==> config.mk <==
export PLATFORM = sky130hd
export DESIGN_NAME = alu16_seq_flat
export DESIGN_NICKNAME = d
export VERILOG_FILES = /design/src/rtl/alu16_seq_if.sv /design/src/rtl/alu16_seq.sv /design/src/flat_wrapper.sv
export SDC_FILE = /design/constraint.sdc
export NUM_CORES = 1
export LEC_CHECK = 0
export CORE_MARGIN = 5
export CORE_UTILIZATION = 50
export CTS_BUF_LIST = sky130_fd_sc_hd__clkbuf_8
export DETAILED_ROUTE_END_ITERATION = 8
export GPL_TIMING_DRIVEN = 0
export PLACE_DENSITY = 0.88
export SETUP_SLACK_MARGIN = 0.15
export SYNTH_ARGS = -nofsm -noshare
export SYNTH_HDL_FRONTEND = slang
export SYNTH_SLANG_ARGS = --single-unit
==> constraint.sdc <==
create_clock -name clk -period 3.91 [get_ports clk]
set_input_delay 0.782 -clock clk [delete_from_list [all_inputs] [get_ports clk]]
set_output_delay 0.782 -clock clk [all_outputs]
set_load 0.005 [all_outputs]
==> src/rtl/alu16_seq_if.sv <==
// rtl/alu16_seq_if.sv - shared types and bus interface for the 16-bit ALU sequencer
package alu16_seq_pkg;

    typedef logic [7:0] data_t;

    // SM83 F register layout: Z N H C in bits 7..4, low nibble always zero
    typedef struct packed {
        logic       z;
        logic       n;
        logic       h;
        logic       c;
        logic [3:0] rsvd;
    } flags_t;

    typedef enum logic [3:0] {
        ALU_NOP = 4'd0,
        ALU_ADD = 4'd1,
        ALU_ADC = 4'd2,
        ALU_SUB = 4'd3,
        ALU_SBC = 4'd4,
        ALU_AND = 4'd5,
        ALU_XOR = 4'd6,
        ALU_OR  = 4'd7,
        ALU_CP  = 4'd8,
        ALU_INC = 4'd9,
        ALU_DEC = 4'd10
    } alu_op_t;

    localparam logic [1:0] OP_ADD16     = 2'b00;
    localparam logic [1:0] OP_ADD_SP_E8 = 2'b01;
    localparam logic [1:0] OP_INC16     = 2'b10;
    localparam logic [1:0] OP_DEC16     = 2'b11;

endpackage

interface alu16_seq_if;
    import alu16_seq_pkg::*;

    logic        req_valid;
    logic        req_ready;
    logic [1:0]  req_op;
    logic [15:0] req_a;
    logic [15:0] req_b;
    flags_t      req_flags;

    logic        rsp_valid;
    logic        rsp_ready;
    logic [15:0] rsp_result;
    flags_t      rsp_flags;

    logic        alu_own;
    data_t       alu_op1;
    data_t       alu_op2;
    flags_t      alu_in_flags;
    alu_op_t     alu_op_o;
    data_t       alu_result;
    flags_t      alu_flags;

    // core side: issues requests, consumes responses, hosts the 8-bit ALU
    modport master (
        output req_valid, req_op, req_a, req_b, req_flags, rsp_ready, alu_result, alu_flags,
        input  req_ready, rsp_valid, rsp_result, rsp_flags,
        input  alu_own, alu_op1, alu_op2, alu_in_flags, alu_op_o
    );

    // sequencer side
    modport slave (
        input  req_valid, req_op, req_a, req_b, req_flags, rsp_ready, alu_result, alu_flags,
        output req_ready, rsp_valid, rsp_result, rsp_flags,
        output alu_own, alu_op1, alu_op2, alu_in_flags, alu_op_o
    );

endinterface

==> src/rtl/alu16_seq.sv <==
// rtl/alu16_seq.sv - two-pass 16-bit operation sequencer driving the 8-bit SM83 ALU
module alu16_seq #(
    parameter bit IDLE_ZERO = 1'b1
) (
    input  logic         clk,
    input  logic         rst_n,
    alu16_seq_if.slave   bus
);
    import alu16_seq_pkg::*;

    typedef enum logic [1:0] {
        S_IDLE = 2'd0,
        S_LO   = 2'd1,
        S_HI   = 2'd2,
        S_DONE = 2'd3
    } state_t;

    state_t      state_q;
    state_t      state_d;

    logic [1:0]  op_q;
    logic [15:0] a_q;
    logic [15:0] b_q;
    flags_t      flags_q;

    data_t       lo_res_q;
    flags_t      lo_flags_q;

    logic [15:0] rsp_result_q;
    flags_t      rsp_flags_q;

    data_t       hold_op1_q;
    data_t       hold_op2_q;
    logic        hold_c_q;
    alu_op_t     hold_op_q;

    data_t       drv_op1;
    data_t       drv_op2;
    logic        drv_c;
    alu_op_t     drv_op;
    logic        own;
    logic        accept;
    flags_t      merged;

    // Z, N and the reserved bits of the ALU flags play no part in any merge
    logic        alu_flags_unused;
    assign alu_flags_unused = ^{bus.alu_flags.z, bus.alu_flags.n, bus.alu_flags.rsvd};

    assign own           = (state_q == S_LO) || (state_q == S_HI);
    assign accept        = (state_q == S_IDLE) && bus.req_valid;
    assign bus.req_ready = (state_q == S_IDLE);
    assign bus.rsp_valid = (state_q == S_DONE);
    assign bus.alu_own   = own;
    assign bus.rsp_result = rsp_result_q;
    assign bus.rsp_flags  = rsp_flags_q;

    // state register
    always_ff @(posedge clk) begin
        if (!rst_n) begin
            state_q <= S_IDLE;
        end else begin
            state_q <= state_d;
        end
    end

    // next state: one cycle per byte pass, then wait for the consumer
    always_comb begin
        state_d = state_q;
        case (state_q)
            S_IDLE:  if (bus.req_valid) state_d = S_LO;
            S_LO:    state_d = S_HI;
            S_HI:    state_d = S_DONE;
            S_DONE:  if (bus.rsp_ready) state_d = S_IDLE;
            default: state_d = S_IDLE;
        endcase
    end

    // per-pass ALU operands; ADC/SBC on the high byte carry the low-byte C across
    always_comb begin
        drv_op1 = 8'h00;
        drv_op2 = 8'h00;
        drv_c   = 1'b0;
        drv_op  = ALU_NOP;
        if (state_q == S_LO) begin
            drv_op1 = a_q[7:0];
            case (op_q)
                OP_ADD16:     begin drv_op = ALU_ADD; drv_op2 = b_q[7:0]; end
                OP_ADD_SP_E8: begin drv_op = ALU_ADD; drv_op2 = b_q[7:0]; end
                OP_INC16:     begin drv_op = ALU_ADD; drv_op2 = 8'h01;    end
                default:      begin drv_op = ALU_SUB; drv_op2 = 8'h01;    end
            endcase
        end else if (state_q == S_HI) begin
            drv_op1 = a_q[15:8];
            drv_c   = lo_flags_q.c;
            case (op_q)
                OP_ADD16:     begin drv_op = ALU_ADC; drv_op2 = b_q[15:8];      end
                OP_ADD_SP_E8: begin drv_op = ALU_ADC; drv_op2 = {8{b_q[7]}};    end
                OP_INC16:     begin drv_op = ALU_ADC; drv_op2 = 8'h00;          end
                default:      begin drv_op = ALU_SBC; drv_op2 = 8'h00;          end
            endcase
        end
    end

    // ALU drive: live while owning, otherwise zeroed or held at the last pass
    always_comb begin
        bus.alu_in_flags = '0;
        if (own) begin
            bus.alu_op1        = drv_op1;
            bus.alu_op2        = drv_op2;
            bus.alu_in_flags.c = drv_c;
            bus.alu_op_o       = drv_op;
        end else if (IDLE_ZERO) begin
            bus.alu_op1  = 8'h00;
            bus.alu_op2  = 8'h00;
            bus.alu_op_o = ALU_NOP;
        end else begin
            bus.alu_op1        = hold_op1_q;
            bus.alu_op2        = hold_op2_q;
            bus.alu_in_flags.c = hold_c_q;
            bus.alu_op_o       = hold_op_q;
        end
    end

    // final flag merge, evaluated during HI with the high-pass ALU flags live
    always_comb begin
        merged = '0;
        case (op_q)
            OP_ADD16: begin
                merged.z = flags_q.z;
                merged.h = bus.alu_flags.h;
                merged.c = bus.alu_flags.c;
            end
            OP_ADD_SP_E8: begin
                merged.h = lo_flags_q.h;
                merged.c = lo_flags_q.c;
            end
            default: merged = flags_q;
        endcase
    end

    // request capture, per-pass result capture and response registers
    always_ff @(posedge clk) begin
        if (!rst_n) begin
            op_q         <= 2'b00;
            a_q          <= 16'h0000;
            b_q          <= 16'h0000;
            flags_q      <= '0;
            lo_res_q     <= 8'h00;
            lo_flags_q   <= '0;
            rsp_result_q <= 16'h0000;
            rsp_flags_q  <= '0;
        end else begin
            if (accept) begin
                op_q    <= bus.req_op;
                a_q     <= bus.req_a;
                b_q     <= bus.req_b;
                flags_q <= bus.req_flags;
            end
            if (state_q == S_LO) begin
                lo_res_q   <= bus.alu_result;
                lo_flags_q <= bus.alu_flags;
            end
            if (state_q == S_HI) begin
                rsp_result_q <= {bus.alu_result, lo_res_q};
                rsp_flags_q  <= merged;
            end
        end
    end

    // last ALU drive values, used when IDLE_ZERO=0
    always_ff @(posedge clk) begin
        if (!rst_n) begin
            hold_op1_q <= 8'h00;
            hold_op2_q <= 8'h00;
            hold_c_q   <= 1'b0;
            hold_op_q  <= ALU_NOP;
        end else if (own) begin
            hold_op1_q <= drv_op1;
            hold_op2_q <= drv_op2;
            hold_c_q   <= drv_c;
            hold_op_q  <= drv_op;
        end
    end

endmodule

==> src/flat_wrapper.sv <==
// flat-port wrapper written by rule: the top's interface ports become plain ports
module alu16_seq_flat import alu16_seq_pkg::*;
#(
    parameter bit IDLE_ZERO = 1'b1
)
  (clk, rst_n, bus_req_valid, bus_req_op, bus_req_a, bus_req_b, bus_req_flags, bus_rsp_ready, bus_alu_result, bus_alu_flags, bus_req_ready, bus_rsp_valid, bus_rsp_result, bus_rsp_flags, bus_alu_own, bus_alu_op1, bus_alu_op2, bus_alu_in_flags, bus_alu_op_o);
  alu16_seq_if bus_i ();
  input  logic clk;
  input  logic rst_n;
  input wire logic [$bits(bus_i.req_valid)-1:0] bus_req_valid;
  input wire logic [$bits(bus_i.req_op)-1:0] bus_req_op;
  input wire logic [$bits(bus_i.req_a)-1:0] bus_req_a;
  input wire logic [$bits(bus_i.req_b)-1:0] bus_req_b;
  input wire logic [$bits(bus_i.req_flags)-1:0] bus_req_flags;
  input wire logic [$bits(bus_i.rsp_ready)-1:0] bus_rsp_ready;
  input wire logic [$bits(bus_i.alu_result)-1:0] bus_alu_result;
  input wire logic [$bits(bus_i.alu_flags)-1:0] bus_alu_flags;
  output wire logic [$bits(bus_i.req_ready)-1:0] bus_req_ready;
  output wire logic [$bits(bus_i.rsp_valid)-1:0] bus_rsp_valid;
  output wire logic [$bits(bus_i.rsp_result)-1:0] bus_rsp_result;
  output wire logic [$bits(bus_i.rsp_flags)-1:0] bus_rsp_flags;
  output wire logic [$bits(bus_i.alu_own)-1:0] bus_alu_own;
  output wire logic [$bits(bus_i.alu_op1)-1:0] bus_alu_op1;
  output wire logic [$bits(bus_i.alu_op2)-1:0] bus_alu_op2;
  output wire logic [$bits(bus_i.alu_in_flags)-1:0] bus_alu_in_flags;
  output wire logic [$bits(bus_i.alu_op_o)-1:0] bus_alu_op_o;
  assign bus_i.req_valid = bus_req_valid;
  assign bus_i.req_op = bus_req_op;
  assign bus_i.req_a = bus_req_a;
  assign bus_i.req_b = bus_req_b;
  assign bus_i.req_flags = bus_req_flags;
  assign bus_i.rsp_ready = bus_rsp_ready;
  assign bus_i.alu_result = bus_alu_result;
  assign bus_i.alu_flags = bus_alu_flags;
  assign bus_req_ready = bus_i.req_ready;
  assign bus_rsp_valid = bus_i.rsp_valid;
  assign bus_rsp_result = bus_i.rsp_result;
  assign bus_rsp_flags = bus_i.rsp_flags;
  assign bus_alu_own = bus_i.alu_own;
  assign bus_alu_op1 = bus_i.alu_op1;
  assign bus_alu_op2 = bus_i.alu_op2;
  assign bus_alu_in_flags = bus_i.alu_in_flags;
  assign bus_alu_op_o = bus_i.alu_op_o;
  alu16_seq #(.IDLE_ZERO(IDLE_ZERO)) u_core (.clk(clk), .rst_n(rst_n), .bus(bus_i));
endmodule
== Yosys cells after proc, flatten, opt, wreduce, memory -nomap -nowiden ==
Index checks and enable logic that the tools add are counted.
Widths: inputs -> output; s select.

* Memory bits (writable): 0
* Latch bits: 0
* Register bits: 78
* ROM bits: 0
* Memories: 0

* Bitwise gates (word level): 0
* Muxes and demuxes: 23
* Add/subtract/negate cells: 0
* Reductions and logical operators: 7
* Div/mod/pow operators: 0
* Equal/unequal tests: 7
* Shift-type cells: 0
* Order comparisons: 0
* Multipliers: 0

{| class="wikitable"
|+ Operator list
! kind !! number
|-
| $mux 8 || 7
|-
| $mux 4 || 4
|-
| $pmux 8 s2 || 1
|-
| $pmux 2 s4 || 1
|-
| $eq 2x2->1 const B || 3
|-
| $mux 2 || 3
|-
| $mux 1 || 5
|-
| $eq 2x1->1 const B || 2
|-
| $logic_not 2->1 || 2
|-
| $ne 2x2->1 const B || 2
|-
| $pmux 2 s2 || 1
|-
| $mux 3 || 1
|-
| $reduce_or 3->1 || 1
|-
| $reduce_and 2->1 || 1
|-
| $reduce_or 2->1 || 1
|-
| $logic_and 1x1->1 || 1
|-
| $logic_or 1x1->1 || 1
|}

== Logic depth before layout (Yosys ltp) ==
Gate-level depths: netlist of the first run.

* Depth after elaboration: 6
* Gate-level depth with buffers: 7
* Gate-level depth less buffers: 5

== Worst setup path before layout of the first run ==
OpenSTA, ideal clock, no wires.

* Kind: register -> output
* Start: register u_core.state_q[0]
* End: output port bus_alu_op2[1]
* Buffers on the path: 1
* Arrival time: 1251 ps
* Stages on the path, launching flop included: 7
* Slack: 1877 ps
* Cells stage by stage: dfxtp_1 > inv_1 > ha_1 > and3b_1 > buf_1 > nand2_1 > o21ai_0

* Elaborated cells on any way between the ends: 6

{| class="wikitable"
|+ RTL lines
! item !! line !! text
|-
| start: declaration || alu16_seq.sv:18 || <nowiki>state_t state_q;</nowiki>
|-
| start signal: assignment || alu16_seq.sv:62 || <nowiki>state_q <= state_d;</nowiki>
|-
| $eq 2x1->1 / $eq 2x2->1 (equally long branches) || alu16_seq.sv:49 || <nowiki>assign own = (state_q == S_LO) || (state_q == S_HI);</nowiki>
|-
| $logic_or 1x1->1 * || alu16_seq.sv:49 ||
|-
| net bus_alu_own || flat_wrapper.sv:22 || <nowiki>output wire logic [$bits(bus_i.alu_own)-1:0] bus_alu_own;</nowiki>
|-
| $mux 8 * || alu16_seq.sv:107 || <nowiki>if (own) begin</nowiki>
|-
| end: declaration || flat_wrapper.sv:24 || <nowiki>output wire logic [$bits(bus_i.alu_op2)-1:0] bus_alu_op2;</nowiki>
|}

Mark *: on every way through the listed nets, which the timed path passes. The rest lies on a longest branch.

== Worst setup path in the final report of the first run ==
* Start: register u_core.state_q[0]
* End: output port bus_alu_op_o[1]

* Word-level cells in the longest chain between the ends: 4
* Elaborated cells on any way between the ends: 6

{| class="wikitable"
|+ RTL lines
! item !! line !! text
|-
| $eq 2x2->1 || alu16_seq.sv:49, alu16_seq.sv:92 ||
|-
| $mux 4 || alu16_seq.sv:92 || <nowiki>end else if (state_q == S_HI) begin</nowiki>
|-
| $mux 4 || alu16_seq.sv:84 || <nowiki>if (state_q == S_LO) begin</nowiki>
|-
| $mux 4 * || alu16_seq.sv:107 ||
|-
| end: declaration || flat_wrapper.sv:26 || <nowiki>output wire logic [$bits(bus_i.alu_op_o)-1:0] bus_alu_op_o;</nowiki>
|}

Mark *: on every way between the ends. The rest lies on a longest branch, timed or not.

==> results of run 1 <==
-- layout make-up --
type	count	area, µm²	area share, %
Multi-Input combinational cell	295	1540	32.8
Sequential cell	78	1560	33.3
Clock inverter	3	40.0	0.853
Tap cell	77	96.3	2.05
Clock buffer	13	179	3.81
Buffer	39	240	5.12
Timing Repair Buffer	102	1020	21.8
Inverter	4	15.0	0.320
-- placed cells by master (no fill, tap or decap), types with 3 or more instances in the layout --
master,instances
nand2_1,109
clkdlybuf4s50_1,102
dfxtp_1,78
a21oi_1,56
nor2_1,28
mux2i_1,26
buf_4,16
buf_2,15
o21ai_0,14
clkbuf_8,13
and2_1,10
nand2b_1,8
conb_1,8
nand3_1,7
inv_1,4
clkbuf_1,4
ha_1,4
nor2b_1,3
a211oi_1,3
-- metrics by stage --
step / area, µm² / hold slack, ns
after floorplan: 3360 / 0.436
after global placement: 4470 / 0.443
after detailed placement: 4470 / 0.450
after CTS: 4690 / 0.460
after global routing: 4690 / 0.472
final: 4690 / 0.457
-- layer usage --
metal,GRT usage (%),vias to the layer above,routed length [µm],share of wire [%]
met2,37.7,136,4490,48
met4,8.79,0,224,2.4
li1,-,1558,-,-
met5,0,-,0,0
met1,26.4,1469,3720,40
met3,9.74,20,907,9.7
-- report_power, final --
part	total, mW	internal, mW	switching [mW]
Clock	0.644	0.363	0.282
Sequential	1.03	0.944	0.0838
Combinational	1.01	0.467	0.546
Total	2.68	1.77	0.911
-- worst min-delay path by stage --
stage	start	to	slack, ns	cells past startpoint
floorplan	u_core.a_q[15]	u_core.a_q[15]	0.44	2
CTS	u_core.a_q[1]	u_core.a_q[1]	0.46	2
global route	u_core.a_q[14]	u_core.a_q[14]	0.47	2
finish	u_core.a_q[1]	u_core.a_q[1]	0.46	2
global placement	u_core.a_q[1]	u_core.a_q[1]	0.44	2
detailed placement	u_core.a_q[1]	u_core.a_q[1]	0.45	2
-- kinds of logic (layout without fill, tap and decap cells) --
| kind of cell | count (synthesis) | in the layout | synth area share (%) |
|---|---|---|---|
| flops | 78 | 78 | 46.9 |
| other cells | 1 | 8 | 0.113 |
| mux | 26 | 26 | 7.81 |
| simple gates | 175 | 175 | 22.6 |
| fa+ha+maj | 4 | 4 | 1.50 |
| compound gates | 82 | 82 | 13.4 |
| buf+inv | 43 | 161 | 7.66 |
-- synthesized netlist by cell type (all sizes together) --
master	count
a22oi	1
o21ai	14
o31ai	2
a21oi	56
conb	1
nand3	7
a21boi	1
and3b	2
and2	10
ha	4
nand2b	8
dfxtp	78
nand3b	2
o211ai	1
and2b	1
nand2	109
nor2	29
nor2b	3
clkbuf	4
nor3	1
and3	1
a211oi	4
inv	4
buf	35
a32oi	1
mux2i	26
a21o	2
nor3b	2
-- registers in the layout, indices dropped and copies added, names as in the netlist --
register and count:
u_core.bus.rsp_result 16, u_core.op_q 2, u_core.lo_res_q 8, u_core.bus.rsp_flags 8, u_core.lo_flags_q 2, u_core.state_q 2
u_core.a_q 16, u_core.flags_q 8, u_core.b_q 16
-- worst max-delay path: stages (launching register included) --
cell,delay [ns]
dfxtp_1,0.39
inv_1,0.08
ha_1,0.42
clkbuf_1,0.37
a21boi_0,0.36
clkdlybuf4s50_1,0.57
==> out/metrics.csv, run 1 <==
stage,metric,value,unit
routing,WL final,9350,µm
die,Initial Util,51.9,%
synth,Synth area leader,dfxtp_1,
final_layout,nets,595,
global_route,first-pass GRT wire length,15400,µm
timing,worst slew pin tran,0.500,ns
synth,Yosys warning total,0,
final_layout,Fillers,508,
routing,Post-route DRC,0,
critical_path,Worst EP arrival,2.53,ns
critical_path,crit-path max FO,10,
die,Chip Width,91.6,µm
routing,post-route ant nets,0,
final_layout,area grow syn2layout,40.9,%
synth,"Avg Cell Area, Syn",8.14,µm²
flow_run,max-cap viol count,0,
timing,Final Hold Viols,0,
timing,minimum clock period after layout,3.31,ns
placed_design,Routability Congestion,0.912,
timing,RSZ-0062 raised after global routing,no,
global_route,Global Route Usage Sum,22.9,%
global_route,overflow left after global routing,0,
die,Cell Rows,29,
timing,skew final,0.00870,ns
critical_path,worst path required time,3.13,ns
cts,maximum buffer depth of the clock tree,2,
die,io pins,117,
timing,Final period util,84.7,%
global_route,initial antenna violation count,0,
final_layout,final core occ,73.1,%
critical_path,Worst R2R Start,u_core.state_q[0],
routing,DR pass1 iterations,4,
cts,H-tree Lvls,3,
final_layout,Post-Layout Cell Count,611,
placed_design,Port Buffers,102,
placed_design,dpl hpwl,6880,µm
critical_path,worst setup path endpoint,bus_alu_op_o[1],
placed_design,Place WS,1.05,ns
cts,TritonCTS clock tree,yes,
critical_path,Reg-to-Reg End,u_core.b_q[0],
die,core area,0.00642,mm²
synth,post-synth top area share,46.9,%
cts,Post-CTS Setup Bufs,0,
cts,CTS clock-pin slew for the worst setup and hold paths,0.07,ns
synth,synth unique cells,33,
die,die height,91.6,µm
pwr,pwr dens,572,mW/mm²
routing,DR vias,3183,
synth,register bit total from synthesis,78,
timing,# setup viols final,0,
synth,synth top area cells,"dfxtp_1 (47%), nand2_1 (12%), a21oi_1 (8.4%)",
critical_path,R2R depth,6,
timing,Final Max Slew Viols,0,
cts,Hold Buf Count CTS,0,
critical_path,Critical Path Source,u_core.state_q[0],
synth,Post-Syn Area,0.00333,mm²
placed_design,Placed Cells,595,
cts,Root Buffer,clkbuf_8,
global_route,vias in the first global route,3288,
critical_path,CP startpoint kind,flop,
pwr,Max VDD drop,0.000406,V
timing,setup TNS,0,ns
routing,DR WL/cell,15.3,µm
routing,Initial DRC Count,202,
critical_path,CP Class,flop to output pin,
pwr,LEAKAGE,1.79,nW
final_layout,antenna fix cells,0,
pwr,"Power, Total",2.68,mW
critical_path,r2r setup slk,2.29,ns
worst_hold_path,HP Class,flop to flop,
timing,Final Worst Setup Slack,0.596,ns
global_route,largest net degree at the start of global routing,13,
cts,clock buffer count from CTS,9,
cts,"Clk Latency, worst-skew pair",0.35,ns
cts,CTS resizes,0,
timing,Relative slew margins,66.7,%
die,Die ar.,0.00839,mm²
timing,Fmax,0.302,GHz
synth,sequential element share of the synthesized area,46.9,%
final_layout,share of layout cells above drive strength 1,9.55,%
critical_path,Worst Setup End Kind,output pin,
routing,vias per inst,5.21,
cts,CTS sink count,78,
synth,Gate Count Post-Synth,409,
outcome,status,"complete, no violations",
Note: power is estimated with default switching activity, not from simulation.
==> run 2: changes to the inputs <==
Settings changed: CORE_UTILIZATION 50 to 47, PLACE_DENSITY 0.88 to 0.83.
Clock period 3.91 ns to 3.1 ns, I/O delays scaled along.
==> run 2 against run 1 <==
Against the previous run:
- non-clock buffer count did not move
- sequential cell count is the same
- combinational power up 29%
- register-to-register slack worse by 0.81 ns
- critical endpoint unchanged
- largest power group unchanged
==> out/metrics.csv, run 2 (synthesis results as in run 1) <==
stage,metric,value,unit,change
global_route,first-pass GRT wire length,14400,µm,-6.6%
timing,RSZ-0062 raised after global routing,yes,,
die,Initial Util,48.8,%,-3.1 points
flow_run,max-cap viol count,0,,unchanged
timing,Fmax,0.351,GHz,
critical_path,worst path required time,2.48,ns,-0.65 ns
placed_design,Routability Congestion,0.826,,-9.4%
final_layout,nets,595,,unchanged
cts,Root Buffer,clkbuf_8,,
final_layout,area grow syn2layout,41.6,%,
final_layout,final core occ,69.0,%,-4.0 points
global_route,Global Route Usage Sum,20.9,%,-1.9 points
routing,post-route ant nets,0,,unchanged
final_layout,share of layout cells above drive strength 1,10.3,%,+0.75 points
cts,CTS clock-pin slew for the worst setup and hold paths,0.08,ns,about the same
routing,Initial DRC Count,159,,-21%
cts,H-tree Lvls,3,,unchanged
critical_path,crit-path max FO,10,,unchanged
timing,worst slew pin tran,0.565,ns,+0.0648 ns
global_route,overflow left after global routing,0,,unchanged
timing,Final Worst Setup Slack,0.248,ns,-0.348 ns
worst_hold_path,WHS Path Cells,2,,unchanged
cts,"Clk Latency, worst-skew pair",0.35,ns,about the same
final_layout,"most common cell after layout, fill and taps aside",nand2_1,,
critical_path,Worst Setup End Kind,output pin,,
final_layout,antenna fix cells,0,,unchanged
global_route,largest net degree at the start of global routing,13,,unchanged
die,Cell Rows,30,,+3.4%
routing,WL final,9260,µm,-0.90%
cts,TritonCTS clock tree,yes,,
die,io pins,117,,unchanged
placed_design,dpl hpwl,6960,µm,+1.3%
timing,Relative slew margins,62.3,%,-4.3 points
worst_hold_path,HP Class,flop to flop,,
timing,# setup viols final,0,,unchanged
routing,DR vias,3116,,-2.1%
timing,minimum clock period after layout,2.85,ns,
cts,Hold Buf Count CTS,0,,unchanged
cts,maximum buffer depth of the clock tree,2,,unchanged
timing,Final period util,92.0,%,
final_layout,"commonest non-fill, non-tap cells in the layout","nand2_1 (108), clkdlybuf4s50_1 (102), dfxtp_1 (78), a21oi_1 (56), nor2_1 (28)",,
die,die height,94.2,µm,+2.8%
pwr,pwr dens,710,mW/mm²,+24%
outcome,status,"complete, no violations",,
pwr,LEAKAGE,1.79,nW,about the same
placed_design,Place WS,0.443,ns,-0.604 ns
placed_design,Port Buffers,102,,unchanged
routing,DR pass1 iterations,5,,+1
critical_path,CP startpoint kind,flop,,
global_route,vias in the first global route,3048,,-7.3%
routing,DR WL/cell,14.7,µm,-3.9%
routing,Post-route DRC,0,,unchanged
timing,setup TNS,0,ns,unchanged
critical_path,Worst EP arrival,2.23,ns,-0.30 ns
pwr,Max VDD drop,0.000532,V,+31%
routing,vias per inst,4.95,,-5.1%
cts,clock buffer count from CTS,9,,unchanged
cts,CTS sink count,78,,unchanged
die,Die ar.,0.00887,mm²,+5.7%
critical_path,R2R depth,6,,unchanged
die,core area,0.00683,mm²,+6.4%
die,Chip Width,94.2,µm,+2.8%
timing,Final Hold Viols,0,,unchanged
global_route,initial antenna violation count,0,,unchanged
timing,skew final,0.00811,ns,-0.000594 ns
timing,Final Max Slew Viols,0,,unchanged
critical_path,CP Class,flop to output pin,,
-- run 2: area by class of cell --
cell class / count / area, µm²
inverters: 4 / 15.0
well taps: 96 / 120
plain buffers: 39 / 245
clock buffers: 11 / 151
flip-flops and latches: 78 / 1560
fillers: 564 / 2110
repair buffers: 102 / 1020
clock inverters: 5 / 50.0
multi-input cells: 295 / 1550
-- run 2: path summary, 6_finish.rpt --
kind / from / to / slack (ns)
min reg2reg: u_core.b_q[4] / u_core.b_q[4] / 0.46
max reg2reg: u_core.state_q[0] / u_core.a_q[10] / 1.48
max: u_core.state_q[1] / bus_alu_op_o[1] / 0.25
min: u_core.b_q[4] / u_core.b_q[4] / 0.46
-- run 2: critical path, cell delays in order, from the launching register on --
cell and delay (ns):
dfxtp_1 0.33, inv_1 0.11, ha_2 0.24, buf_4 0.20, buf_6 0.19, nand3_1 0.08
a21boi_1 0.19, clkdlybuf4s50_1 0.53
-- run 2: metrics by stage --
step           instances  power (mW)  area (µm²)  hold WS (ns)
2_1_floorplan        416        2.09        3360         0.436
3_3_place_gp         614        2.54        4500         0.443
3_5_place_dp         614        2.58        4500         0.447
4_1_cts              630        3.34        4700         0.457
5_1_grt              630        3.55        4720         0.477
6_report             630        3.35        4720         0.461
-- run 2: layer usage --
layer / part of all wire [%] / up-vias / track usage (%) / wire length (µm)
met5: 0 / - / 0 / 0
met4: 1.0 / 0 / 5.66 / 93
met3: 9.3 / 7 / 9.05 / 866
met2: 49 / 112 / 35.8 / 4530
met1: 41 / 1437 / 23.8 / 3780
li1: - / 1560 / - / -
-- run 2: power by group --
part	total, mW	switching, mW	internal (mW)
logic	1.30	0.693	0.604
clock network	0.755	0.346	0.409
registers	1.30	0.106	1.19
total	3.35	1.14	2.20
-- run 2: timing repair --
| action | 4_1_cts | 5_1_grt |
|---|---|---|
| resized for setup | 2 | 8 |
| setup buffers | 0 | 0 |
| cloned | 0 | 0 |
| setup endpoints to repair | 2 | 12 |
==> edit 1 (config.mk and constraints of run 2) <==
`IDLE_ZERO` is set to 1'b1 in 2 places; all go to 1'b0.
--- a/src/rtl/alu16_seq.sv
+++ b/src/rtl/alu16_seq.sv
@@ -1,6 +1,6 @@
 // rtl/alu16_seq.sv - two-pass 16-bit operation sequencer driving the 8-bit SM83 ALU
 module alu16_seq #(
-    parameter bit IDLE_ZERO = 1'b1
+    parameter bit IDLE_ZERO = 1'b0
 ) (
     input  logic         clk,
     input  logic         rst_n,
--- a/src/flat_wrapper.sv
+++ b/src/flat_wrapper.sv
@@ -1,7 +1,7 @@
 // flat-port wrapper written by rule: the top's interface ports become plain ports
 module alu16_seq_flat import alu16_seq_pkg::*;
 #(
-    parameter bit IDLE_ZERO = 1'b1
+    parameter bit IDLE_ZERO = 1'b0
 )
   (clk, rst_n, bus_req_valid, bus_req_op, bus_req_a, bus_req_b, bus_req_flags, bus_rsp_ready, bus_alu_result, bus_alu_flags, bus_req_ready, bus_rsp_valid, bus_rsp_result, bus_rsp_flags, bus_alu_own, bus_alu_op1, bus_alu_op2, bus_alu_in_flags, bus_alu_op_o);
   alu16_seq_if bus_i ();
Function: changed (a bounded check fails within 4 cycles, from zero or initial values and one cycle with rst_n low).
==> edit 1 against run 2 <==
- total power up 45%
- sequential cell count up 21
- setup slack worse by 87 ps
- global-route usage up 0.26 points
- area after synthesis up 22%
- maximum frequency down 3.0%
- wire length up 19%
- clock skew up 1.2 ps
- design area up 16%
- critical path type unchanged
- critical endpoint is now bus_alu_op1[5]
==> edit 1: results (changes against run 2) <==
status=complete, no violations (unchanged); nets=664 (was 595); global-route usage over all layers=0.212 (was 0.209); Fin Clk Skew=9.26 ps (was 8.11 ps); vias in the first global route=3646 (was 3048); Compound-Gate Fraction of Synth Area=0.132 (was 0.134); Max IR drop VDD=471 uV (was 532 uV); Routed WL per cell=15.6 um (was 14.7 um); register area share after synthesis=0.489 (was 0.469); largest net degree at the start of global routing=17 (was 13); layout cell share with drive strength beyond 1=0.0847 (was 0.103); slew at the pin closest to its max-slew limit=562 ps (was 565 ps); placed cell count=690 (was 614); buffers added on ports=103 (was 102); final estimated routing congestion in global placement=0.843 (was 0.826); Post-DP Area=0.00524 mm^2 (was 0.00450 mm^2); post-route cell area=0.00546 mm^2 (was 0.00472 mm^2); # fillers=697 (was 564); top cells by count, synth=dfxtp_1, nand2_1, a21oi_1, nor2_1, mux2i_1 (was nand2_1, dfxtp_1, a21oi_1, nor2_1, mux2i_1); CP arrival=2320 ps (was 2230 ps); pre-CTS setup slack=281 ps (was 443 ps); slowest cell delay on critical path=550 ps (was 530 ps); DR pass1 iterations=4 (was 5); DP HPWL=7.94 mm (was 6.96 mm); vias=3715 (was 3116); Yosys cell types=31 (was 33); synth top area cells=dfxtp_1, nand2_1, mux2i_1 (was dfxtp_1, nand2_1, a21oi_1); global-route wire length before repair=17.5 mm (was 14.4 mm); adder-cell area share of the yosys netlist=0.0154 (was 0.0150)
-- edit 1: cell types whose count changed after synthesis, sizes merged, moves of 10 or more --
cell    delta
nor2b     +11
nor2      +14
clkbuf    +10
a31oi     +16
dfxtp     +21
nand2     -13
nand3b    +15
-- edit 1: what timing repair did --
action,in CTS,in global routing
gates resized for setup,29,6
pin swaps,6,0
endpoints found under the setup margin,18,11
cloned,0,0
setup buffers,1,0
-- edit 1: layer usage --
metal  vias to the layer above  wire (um)
li1                       1820          -
met1                      1741       4630
met2                       133       5170
met3                        21        971
met4                         0        230
met5                         -          0
-- edit 1: logic make-up (layout without fill, tap and decap cells) --
kind of cell / Yosys count / in the layout
buffers and inverters: 47 / 167
other: 1 / 7
flip-flops: 99 / 99
AO/OA/AOI/OAI: 93 / 93
adder cells (fa/ha/maj): 5 / 5
multiplexers: 28 / 28
AND/OR/NAND/NOR: 203 / 203
-- edit 1: power breakdown --
group | switching [uW] | internal (uW)
combinational | 1250 | 1210
clock | 455 | 289
sequential | 127 | 1530
total | 1830 | 3030
-- edit 1: path summary, 6_finish.rpt --
path / start / end / slack [ps] / cells past startpoint
worst min register to register: u_core.b_q[8] / u_core.b_q[8] / 460 / 2
worst max register to register: u_core.state_q[1] / u_core.lo_res_q[1] / 1340 / 7
worst min-delay path: u_core.b_q[8] / u_core.b_q[8] / 460 / 2
worst max-delay path: u_core.state_q[1] / bus_alu_op1[5] / 160 / 7
-- edit 1: worst min-delay path: stages (launching register included) --
cell and delay, ps:
dfxtp_1 320, nand2_1 50, a21oi_1 50
-- edit 1: final cells by class --
cell class | count | area share
sequential | 99 | 0.363
tap | 105 | 0.0240
timing repair buffer | 104 | 0.189
clock buffer | 9 | 0.0227
clock inverter | 7 | 0.00824
multi-input combinational | 336 | 0.346
inverter | 4 | 0.00275
buffer | 43 | 0.0437
==> edit 2 (config.mk and constraints of run 2) <==
Made on the original files. Encoding of `state_t`: now Gray code (2 bits for 4 states).
--- a/src/rtl/alu16_seq.sv
+++ b/src/rtl/alu16_seq.sv
@@ -9,10 +9,10 @@
     import alu16_seq_pkg::*;
 
     typedef enum logic [1:0] {
-        S_IDLE = 2'd0,
-        S_LO   = 2'd1,
-        S_HI   = 2'd2,
-        S_DONE = 2'd3
+        S_IDLE = 2'b00,
+        S_LO   = 2'b01,
+        S_HI   = 2'b11,
+        S_DONE = 2'b10
     } state_t;
 
     state_t      state_q;
Function: no difference found for any inputs over 10 cycles, from zero or initial values and one cycle with rst_n low; not proved beyond that.
==> edit 2 against run 2 <==
- sequential cell count unchanged
- sequential share of layout area decreased by 0.40 points
- first-iteration DRC count decreased by 35%
- design area increased by 1.2%
- count of clock-buffer cells in the layout decreased by 1
- area after synthesis increased by 2.5%
- wire length decreased by 3.9%
- setup slack improved by 87 ps
- die area increased by 2.2%
Power is not compared: it rests on default switching activity, and its combinational part moved more than twofold at a synthesized area within 25%.
==> edit 2: results (changes against run 2) <==
XOR/XNOR share of the synthesized area=0.00257 (was 0); vias in the first global route=3008 (was 3048); status=complete, no violations (unchanged); multi-input gate count=297 (was 295); Inverters=1 (was 4); CP arrival=2140 ps (was 2230 ps); register area share after synthesis=0.457 (was 0.469); Post-DP Area=0.00457 mm^2 (was 0.00450 mm^2); pre-CTS setup slack=738 ps (was 443 ps); Fin Clk Skew=9.00 ps (was 8.11 ps); area of the multi-input gates=0.00162 mm^2 (was 0.00155 mm^2); nets=591 (was 595); DP HPWL=6.82 mm (was 6.96 mm); top cells by count, synth=nand2_1, dfxtp_1, a21boi_1, a21boi_0 (was nand2_1, dfxtp_1, a21oi_1, nor2_1, mux2i_1); CP Max Fanout=9 (was 10); global-route usage over all layers=0.202 (was 0.209); synth top area cells=dfxtp_1, nand2_1, a21boi_1 (was dfxtp_1, nand2_1, a21oi_1); Via density=4.82 (was 4.95); Post-CTS Resized=0 (was 2); Final Util=0.665 (was 0.690); Non-clock buffers=142 (was 141); DRC marker count from the first detailed-route iteration=104 (was 159); adder-cell area share of the yosys netlist=0 (was 0.0150); Non-Filler Instances=633 (was 630); DR pass1 iterations=4 (was 5)
[edit 2: worst max-delay path, stage by stage, from the launching register on]
cell and delay, ps:
dfxtp_1 380, nor2_1 500, a21oi_1 160, a21oi_1 220, clkdlybuf4s50_1 530
[edit 2: metal layers]
metal  track usage  up-vias  part of all wire
li1              -     1556                 -
met1         0.243     1399              0.44
met2         0.335       88              0.48
met3        0.0671       10             0.073
met4        0.0745        0             0.011
met5             0        -                 0
[edit 2: final timing paths]
kind                                        start        endpoint  slack, ps  cells past startpoint
worst max-delay path               u_core.op_q[1]  bus_alu_op2[5]        340                      4
worst min-delay path                u_core.a_q[1]   u_core.a_q[1]        460                      2
worst max register to register  u_core.state_q[1]   u_core.a_q[0]       1750                      5
worst min register to register      u_core.a_q[1]   u_core.a_q[1]        460                      2
